`config.mk`:
```
export PLATFORM = sky130hd
export DESIGN_NAME = resource_arbiter_if
export DESIGN_NICKNAME = d
export VERILOG_FILES = /design/src/rtl/resource_arbiter_if.sv
export SDC_FILE = /design/constraint.sdc
export NUM_CORES = 1
export LEC_CHECK = 0
export CAP_MARGIN = 10
export CORE_ASPECT_RATIO = 0.8
export CORE_MARGIN = 5
export CORE_UTILIZATION = 25
export DETAILED_ROUTE_END_ITERATION = 12
export GPL_TIMING_DRIVEN = 1
export PLACE_DENSITY = 0.46
export SLEW_MARGIN = 20
export SYNTH_ARGS = -nofsm -noshare
export SYNTH_HDL_FRONTEND = slang
export SYNTH_SLANG_ARGS = --single-unit
```
`constraint.sdc`:
```
create_clock -name clk -period 4.28 [get_ports clk]
set_input_delay 0.428 -clock clk [delete_from_list [all_inputs] [get_ports clk]]
set_output_delay 0.428 -clock clk [all_outputs]
set_load 0.01 [all_outputs]
```
`src/rtl/resource_arbiter_if.sv`:
```
// resource_arbiter_if: queues validated pipeline words, arbitrates for a shared
// resource, drives each word to it and returns the result after a fixed latency.
module resource_arbiter_if #(
  parameter int unsigned DATA_W   = 32,
  parameter int unsigned DEPTH    = 4,
  parameter int unsigned RES_LAT  = 2,
  parameter int unsigned GRANT_TO = 15
) (
  input  logic              clk,
  input  logic              reset,
  input  logic              flush,
  input  logic [DATA_W-1:0] in_data,
  input  logic              in_valid,
  output logic              stall_out,
  output logic              arbiter_req,
  input  logic              arbiter_grant,
  output logic [DATA_W-1:0] resource_input,
  input  logic [DATA_W-1:0] resource_output,
  output logic [DATA_W-1:0] result,
  output logic              result_valid,
  output logic              timeout_err,
  output logic              overflow
);

  localparam int unsigned PTR_W = $clog2(DEPTH);
  localparam int unsigned CNT_W = PTR_W + 1;
  localparam int unsigned LAT_W = $clog2(RES_LAT + 1);
  localparam int unsigned TO_W  = $clog2(GRANT_TO + 1);

  typedef enum logic [1:0] {
    S_IDLE = 2'd0,
    S_REQ  = 2'd1,
    S_WAIT = 2'd2
  } state_t;

  state_t            state;
  logic [DATA_W-1:0] mem [DEPTH];
  logic [PTR_W-1:0]  rd_ptr;
  logic [PTR_W-1:0]  wr_ptr;
  logic [CNT_W-1:0]  count;
  logic [LAT_W-1:0]  lat_cnt;
  logic [TO_W-1:0]   to_cnt;

  logic              full_c;
  logic              pop_c;
  logic              push_c;
  logic              to_hit_c;
  logic [CNT_W-1:0]  count_next_c;
  logic [DATA_W-1:0] head_next_c;

  // Queue control: pops only happen in REQ (grant or timeout drop).
  always_comb begin
    full_c       = (count == CNT_W'(DEPTH));
    to_hit_c     = (to_cnt == TO_W'(GRANT_TO - 1));
    pop_c        = (state == S_REQ) && (arbiter_grant || to_hit_c);
    push_c       = in_valid && !flush && (!full_c || pop_c);
    count_next_c = count + CNT_W'(push_c) - CNT_W'(pop_c);
    // Head after this cycle's update, used only in non-popping states;
    // an empty queue receiving a push exposes the incoming word directly.
    head_next_c  = (count == '0) ? in_data : mem[rd_ptr];
  end

  // One entry of slack covers the upstream one-cycle stall reaction.
  assign stall_out = (count >= CNT_W'(DEPTH - 1));

  // FIFO storage; contents need no reset since pointers gate visibility.
  always_ff @(posedge clk) begin
    if (push_c && !reset) begin
      mem[wr_ptr] <= in_data;
    end
  end

  // FIFO pointers and occupancy.
  always_ff @(posedge clk) begin
    if (reset || flush) begin
      rd_ptr <= '0;
      wr_ptr <= '0;
      count  <= '0;
    end else begin
      if (push_c) wr_ptr <= wr_ptr + PTR_W'(1);
      if (pop_c)  rd_ptr <= rd_ptr + PTR_W'(1);
      count <= count_next_c;
    end
  end

  // Sticky drop flag; survives flush, cleared only by reset.
  always_ff @(posedge clk) begin
    if (reset) begin
      overflow <= 1'b0;
    end else if (!flush && in_valid && full_c && !pop_c) begin
      overflow <= 1'b1;
    end
  end

  // Request/grant/latency sequencer with registered outputs.
  always_ff @(posedge clk) begin
    if (reset || flush) begin
      state          <= S_IDLE;
      arbiter_req    <= 1'b0;
      resource_input <= '0;
      result         <= '0;
      result_valid   <= 1'b0;
      timeout_err    <= 1'b0;
      lat_cnt        <= '0;
      to_cnt         <= '0;
    end else begin
      result_valid <= 1'b0;
      timeout_err  <= 1'b0;
      case (state)
        S_IDLE: begin
          if (count != '0) begin
            state          <= S_REQ;
            arbiter_req    <= 1'b1;
            resource_input <= mem[rd_ptr];
            to_cnt         <= '0;
          end
        end
        S_REQ: begin
          if (arbiter_grant) begin
            state       <= S_WAIT;
            arbiter_req <= 1'b0;
            lat_cnt     <= '0;
          end else if (to_hit_c) begin
            state       <= S_IDLE;
            arbiter_req <= 1'b0;
            timeout_err <= 1'b1;
            to_cnt      <= '0;
          end else begin
            to_cnt <= to_cnt + TO_W'(1);
          end
        end
        S_WAIT: begin
          if (lat_cnt == LAT_W'(RES_LAT - 1)) begin
            result       <= resource_output;
            result_valid <= 1'b1;
            lat_cnt      <= '0;
            if (count_next_c != '0) begin
              state          <= S_REQ;
              arbiter_req    <= 1'b1;
              resource_input <= head_next_c;
              to_cnt         <= '0;
            end else begin
              state <= S_IDLE;
            end
          end else begin
            lat_cnt <= lat_cnt + LAT_W'(1);
          end
        end
        default: begin
          state       <= S_IDLE;
          arbiter_req <= 1'b0;
        end
      endcase
    end
  end

endmodule

```
---- After elaboration in Yosys (flattened, before gate mapping) ----
Memory sizes are Yosys's and may differ from the RTL's. A register that Yosys moved wholly into a read port is not among the register bits.
Index checks and enable logic that the tools add are counted.
W data, S select, Z words.
storage, ports and cells
  bits in registers ....................... 83
  bits in writable memories ............... 128
  memories kept ........................... 1
  output and inout port bits .............. 69
memories
  name  words  bits a word  read ports  clocked after Yosys merged registers in  wr ports  line  source
  mem   4      32           1           1                                        1         37    logic [DATA_W-1:0] mem [DEPTH];
operators by class
  eq/ne operators ......................... 11
  reductions and logical operators ........ 28
  add/subtract/negate cells ............... 6
  bitwise operators ....................... 2
  mux-type cells .......................... 32
  magnitude comparators ................... 1
operators by type and width
  operator               number
  $mux W32               4
  $pmux W32 S2           1
  $mux W4                5
  $mux W2                8
  $pmux W4 S3            1
  $mux W1                10
  $ne A2 B2 Y1 const B   5
  $reduce_bool A3 Y1     3
  $reduce_and A4 Y1      2
  $add A2 B1 Y2 const B  3
  $logic_and A1 B1 Y1    6
  $pmux W2 S3            1
  $reduce_and A5 Y1      1
  $add A4 B1 Y4 const B  1
  $eq A2 B1 Y1 const B   2
  $eq A4 B4 Y1 const B   1
  $logic_not A1 Y1       4
  $pmux W2 S2            1
  $reduce_and A2 Y1      2
  $reduce_bool A2 Y1     2
  $add A3 B1 Y3          1
  $eq A3 B3 Y1 const B   1
  $ge A3 B2 Y1 const B   1
  $logic_not A3 Y1       1
  10 further kinds       13

---- Depth between registers and ports, before layout ----
  depth after elaboration ................. 11
  mapped depth ............................ 16
  gate-level depth less buffers ........... 14

---- Worst setup path after synthesis ----
Ideal clock, no wire load.
  path kind ............................... flip-flop to flip-flop
  from .................................... reg to_cnt[0]
  to ...................................... mem mem[1][0] (enable)
  arrival time ............................ 3.517 ns
  setup slack ............................. 0.295 ns
  buffers on the path ..................... 0
  cell stages (with the launch flop) ...... 8
  path through ............................ dfxtp_1 inv_1 ha_1 and3_1 o21ai_0 inv_1 o21ai_2 nor3b_1
between the ends
  word-level cells in the longest chain between the ends .. 8
ends and longest elaborated chain
  element                        line  source
  start, declared                42    logic [TO_W-1:0] to_cnt;
  start signal, assigned         129   to_cnt <= to_cnt + TO_W'(1);
  $eq A4 B4 Y1                   54    to_hit_c = (to_cnt == TO_W'(GRANT_TO - 1));
  $logic_or A1 B1 Y1             55    pop_c = (state == S_REQ) && (arbiter_grant || to_hit_c);
  $logic_and A1 B1 Y1            55
  net pop_c                      45    logic pop_c;
  $logic_or A1 B1 Y1             56    push_c = in_valid && !flush && (!full_c || pop_c);
  $logic_and A1 B1 Y1            56
  $logic_and A1 B1 Y1            68    if (push_c && !reset) begin
  $mux W1                        68
  $mux W1 (not written as such)  69    mem[wr_ptr] <= in_data;
  end, declared                  37
The timed path passes the listed nets, and every way through them passes these cells.

---- Final worst setup path ----
  from .................................... reg to_cnt[0]
  to ...................................... reg resource_input[14]
between the ends
  word-level cells in the longest chain between the ends .. 10
ends and longest elaborated chain
  element                        line  source
  $eq A4 B4 Y1 *                 54
  $logic_or A1 B1 Y1 *           55
  $logic_and A1 B1 Y1 *          55
  net pop_c                      45
  $logic_or A1 B1 Y1             56
  $logic_and A1 B1 Y1            56
  $add A3 B1 Y3                  57    count_next_c = count + CNT_W'(push_c) - CNT_W'(pop_c);
  $sub A3 B1 Y3 *                57
  net count_next_c[1]            48    logic [CNT_W-1:0] count_next_c;
  $reduce_bool A3 Y1 *           137   if (count_next_c != '0) begin
  $ne A2 B2 Y1 (no line) *       n/a
  $reduce_and A4 Y1 (no line) *  n/a
  end signal, assigned           114   resource_input <= mem[rd_ptr];
  end signal, assigned           140   resource_input <= head_next_c;
  end, declared                  17    output logic [DATA_W-1:0] resource_input,
The timed path passes the listed nets; every way through them passes the cells marked *.
A chain may end at the register's enable or synchronous reset.

==> flow_metrics.env <==
export IMPL_drtAntennaViolNets=0
export IMPL_tritoncts_num_buffers=24
export IMPL_run_status="finished clean"
export IMPL_drc_errors=0
export IMPL_post_route_cells_drive_above_1_share=0.137
export IMPL_synth_area_leaders="sky130_fd_sc_hd__edfxtp_1 (47%), sky130_fd_sc_hd__dfxtp_1 (21%), sky130_fd_sc_hd__mux4_2 (8.8%)"
export IMPL_path_class="reg2reg"
export IMPL_rows=59
export IMPL_dp_cells=1111
export IMPL_synth_top_flop_cell="sky130_fd_sc_hd__edfxtp_1"
export IMPL_report_final_slew_viol_count=0
export IMPL_grt_util_all_layers=0.116
export IMPL_post_dp_hpwl_um=13200
export IMPL_largest_net_degree_at_the_start_of_global_routing=44
export IMPL_place_gp_congestion=0.753
export IMPL_antenna_found_initial=1
export IMPL_post_dp_cell_area_um2=10100
export IMPL_power_switching_mw=0.934
export IMPL_seqCellArea_um2=5550
export IMPL_floorplan_core_area_um2=32500
export IMPL_ioPinCount=138
export IMPL_clk_insertion_delay_late_ns=0.53
export IMPL_skew_ns=0.0219
export IMPL_power_share_clock=0.462
export IMPL_comb_power_share=0.047
export IMPL_irDropWorstVdd_uv=232
export IMPL_number_of_max_cap_violations=0
export IMPL_port_buffers=137
export IMPL_synthMostInstantiatedCell="sky130_fd_sc_hd__edfxtp_1"
export IMPL_design_final_nets=789
export IMPL_postCtsResizedCells=0
export IMPL_dieHeight_um=172
export IMPL_fmax_ghz=0.252
export IMPL_cts_hold_repair_buffers=0
export IMPL_root_buffer="sky130_fd_sc_hd__clkbuf_16"
export IMPL_area_occupied_by_multi_input_gates_um2=2510
export IMPL_clk_pin_slew_ns=0.06
export IMPL_slew_limit_headroom=0.334
export IMPL_tritoncts_clock_tree="done"
export IMPL_power_density_nw_per_um2=410
export IMPL_worst_pin_slew_ns=0.999
export IMPL_fillcell_total=3192
export IMPL_syn_mean_instance_area_um2=14.4
export IMPL_pwr_share_seq=0.491
export IMPL_post_synth_inst_count=570
export IMPL_synth_area_um2=8230
export IMPL_timing_final_ws_setup_ns=0.311
export IMPL_detail_route_first_pass_iterations=5
export IMPL_routedWlPerCell_um=18.7
export IMPL_final_design_area_no_fill_um2=11000
export IMPL_yosys_area_top_type="sky130_fd_sc_hd__edfxtp_1"
export IMPL_cp_max_fo=29
export IMPL_synth_seq_cells=213
export IMPL_htree_num_levels=1
export IMPL_cp_cell_sequence="inv_1 > ha_1 > and3_1 > o21ai_0 > inv_1 > o21ai_2 > ha_1 > inv_1 > ha_1 > fa_1 > nor2_1 > a21oi_4 > buf_4 > o31ai_1 > a21oi_1"
export IMPL_finish_cell_count_without_fillers=1155
export IMPL_floorplan_die_area_um2=36700
export IMPL_grt_overflow=0
export IMPL_top_cell_types_by_occurrence_after_synthesis="sky130_fd_sc_hd__edfxtp_1 (128), sky130_fd_sc_hd__dfxtp_1 (85), sky130_fd_sc_hd__nand2_1 (73)"
export IMPL_critical_path_required_ns=4.69
export IMPL_slowest_stage="sky130_fd_sc_hd__o21ai_2"
export IMPL_slowest_delay_ns=0.42
export IMPL_postSynth_asyncResetShare=0
export IMPL_synth_top_area_share=0.467
export IMPL_worstSetupEndpointType="register"
export IMPL_floorplan_initialDensity=0.253
export IMPL_finalSetupViolCount=0
export IMPL_route_final_wire_length_um=21600
export IMPL_design_power_total_mw=4.49
export IMPL_drt_first_iter_violations=305
export IMPL_timing_critical_path_from_type="register"
export IMPL_via_count_of_the_first_global_routing_pass=5497
export IMPL_diodes=0
export IMPL_finalWorstPathRequiredPeriod_ns=3.97
export IMPL_final_min_period_over_clock_period=0.927
export IMPL_synthesis_nets=649
export IMPL_chipWidth_um=213
export IMPL_ys_warnings_count=0
export IMPL_synth_enable_flop_cells=128
export IMPL_worstPathArrival_ns=4.38
export IMPL_p_int_mw=3.56
export IMPL_synth_distinct_cells=45
export IMPL_clkSinkCount=213
export IMPL_cts_max_path_buffers=3
export IMPL_postCtsSetupRepairBufs=0
export IMPL_power_leakage_nw=3.59
export IMPL_path_class_of_the_lowest_slack_min_delay_path="reg2reg"
export IMPL_routed_via_count=5189
export IMPL_place_worst_setup_slack_ns=0.306
export IMPL_area_growth_pct=33.1
export IMPL_grt_setup_unrepaired="no"
export IMPL_power_switching_share=0.208
export IMPL_fin_hold_ws_ns=0.456
export IMPL_post_drt_via_cell_ratio=4.49
export IMPL_synth_seq_area_share=0.674
export IMPL_final_design_utilization=0.337
export IMPL_fin_setup_tns_ns=0
export IMPL_report_final_hold_viol_count=0
export IMPL_grt_first_pass_wirelength_um=33100
==> power by group through the flow <==
stage / Sequential [mW] / Clock [mW] / Combinational [mW]
floorplan: 2.25 / 0 / 0.0729
global placement: 2.25 / 0 / 0.201
detailed placement: 2.25 / 0 / 0.211
CTS: 2.21 / 2.14 / 0.212
global route: 2.21 / 2.23 / 0.228
finish: 2.21 / 2.08 / 0.210
==> cell type report <==
cell class / instances / area share
flip-flops and latches: 213 / 0.507
multi-input cells: 309 / 0.229
repair buffers: 152 / 0.138
clock buffers: 32 / 0.0595
well taps: 427 / 0.0488
clock inverters: 12 / 0.0138
inverters: 10 / 0.00343
==> layout by cell type, fill, tap and decap left out, types with 2 or more instances in the layout <==
master	count
sky130_fd_sc_hd__a21oi_1	67
sky130_fd_sc_hd__a22oi_1	2
sky130_fd_sc_hd__a311oi_2	2
sky130_fd_sc_hd__a41oi_1	2
sky130_fd_sc_hd__and2_1	2
sky130_fd_sc_hd__and3_1	3
sky130_fd_sc_hd__buf_4	13
sky130_fd_sc_hd__bufinv_16	3
sky130_fd_sc_hd__clkbuf_1	7
sky130_fd_sc_hd__clkbuf_16	25
sky130_fd_sc_hd__clkdlybuf4s50_1	137
sky130_fd_sc_hd__clkinv_2	5
sky130_fd_sc_hd__dfxtp_1	83
sky130_fd_sc_hd__edfxtp_1	128
sky130_fd_sc_hd__ha_1	9
sky130_fd_sc_hd__inv_1	10
sky130_fd_sc_hd__mux2i_1	35
sky130_fd_sc_hd__mux4_2	32
sky130_fd_sc_hd__nand2_1	73
sky130_fd_sc_hd__nand2b_1	2
sky130_fd_sc_hd__nand3_1	3
sky130_fd_sc_hd__nor2_1	11
sky130_fd_sc_hd__nor2b_1	2
sky130_fd_sc_hd__nor3b_2	5
sky130_fd_sc_hd__o21ai_0	2
sky130_fd_sc_hd__o31ai_1	32
sky130_fd_sc_hd__xnor2_1	2
==> worst max-delay path, delay by kind of cell (launching register included) <==
kind | cells | cell delay, ns
AOI/OAI and AO/OA | 5 | 1.21
adders and majority gates | 4 | 1.12
buffers and inverters | 4 | 0.61
and+or+nand+nor | 2 | 0.51
DFF | 1 | 0.41
==> state kept, by name, summed over array words and instances (netlist names), named ones only <==
signal and flops:
rd_ptr 2, lat_cnt 2, result 32, arbiter_req 1, result_valid 1, overflow 1, state 2, resource_input 32
wr_ptr 2, count 3, timeout_err 1, mem 128, to_cnt 4
==> final timing paths <==
path / start / to / slack (ns) / depth (start not counted)
worst min register to register: result[30] / result[30] / 0.46 / 2
worst max-delay path: to_cnt[0] / resource_input[14] / 0.31 / 15
worst min-delay path: result[30] / result[30] / 0.46 / 2
worst max register to register: to_cnt[0] / resource_input[14] / 0.31 / 15
==> cell families (layout without fill, tap and decap cells) <==
group	count (synthesis)	in the layout	synth area share
xor gates and xnor gates	3	3	0.00319
AOI/OAI and AO/OA	114	114	0.0866
adders and majority gates	10	10	0.0161
and+or+nand+nor	115	115	0.0643
muxes	67	67	0.130
buffers and inverters	48	206	0.0260
DFF	213	213	0.674
==> layer usage <==
| metal | wire length (µm) | GRT usage | up-vias |
|---|---|---|---|
| met1 | 9970 | 0.163 | 2562 |
| met3 | 1610 | 0.0303 | 32 |
| met4 | 426 | 0.0259 | 2 |
| met5 | 13 | 0 | - |
| met2 | 9600 | 0.180 | 166 |
| li1 | - | - | 2427 |
(Power assumes the default switching activity.)
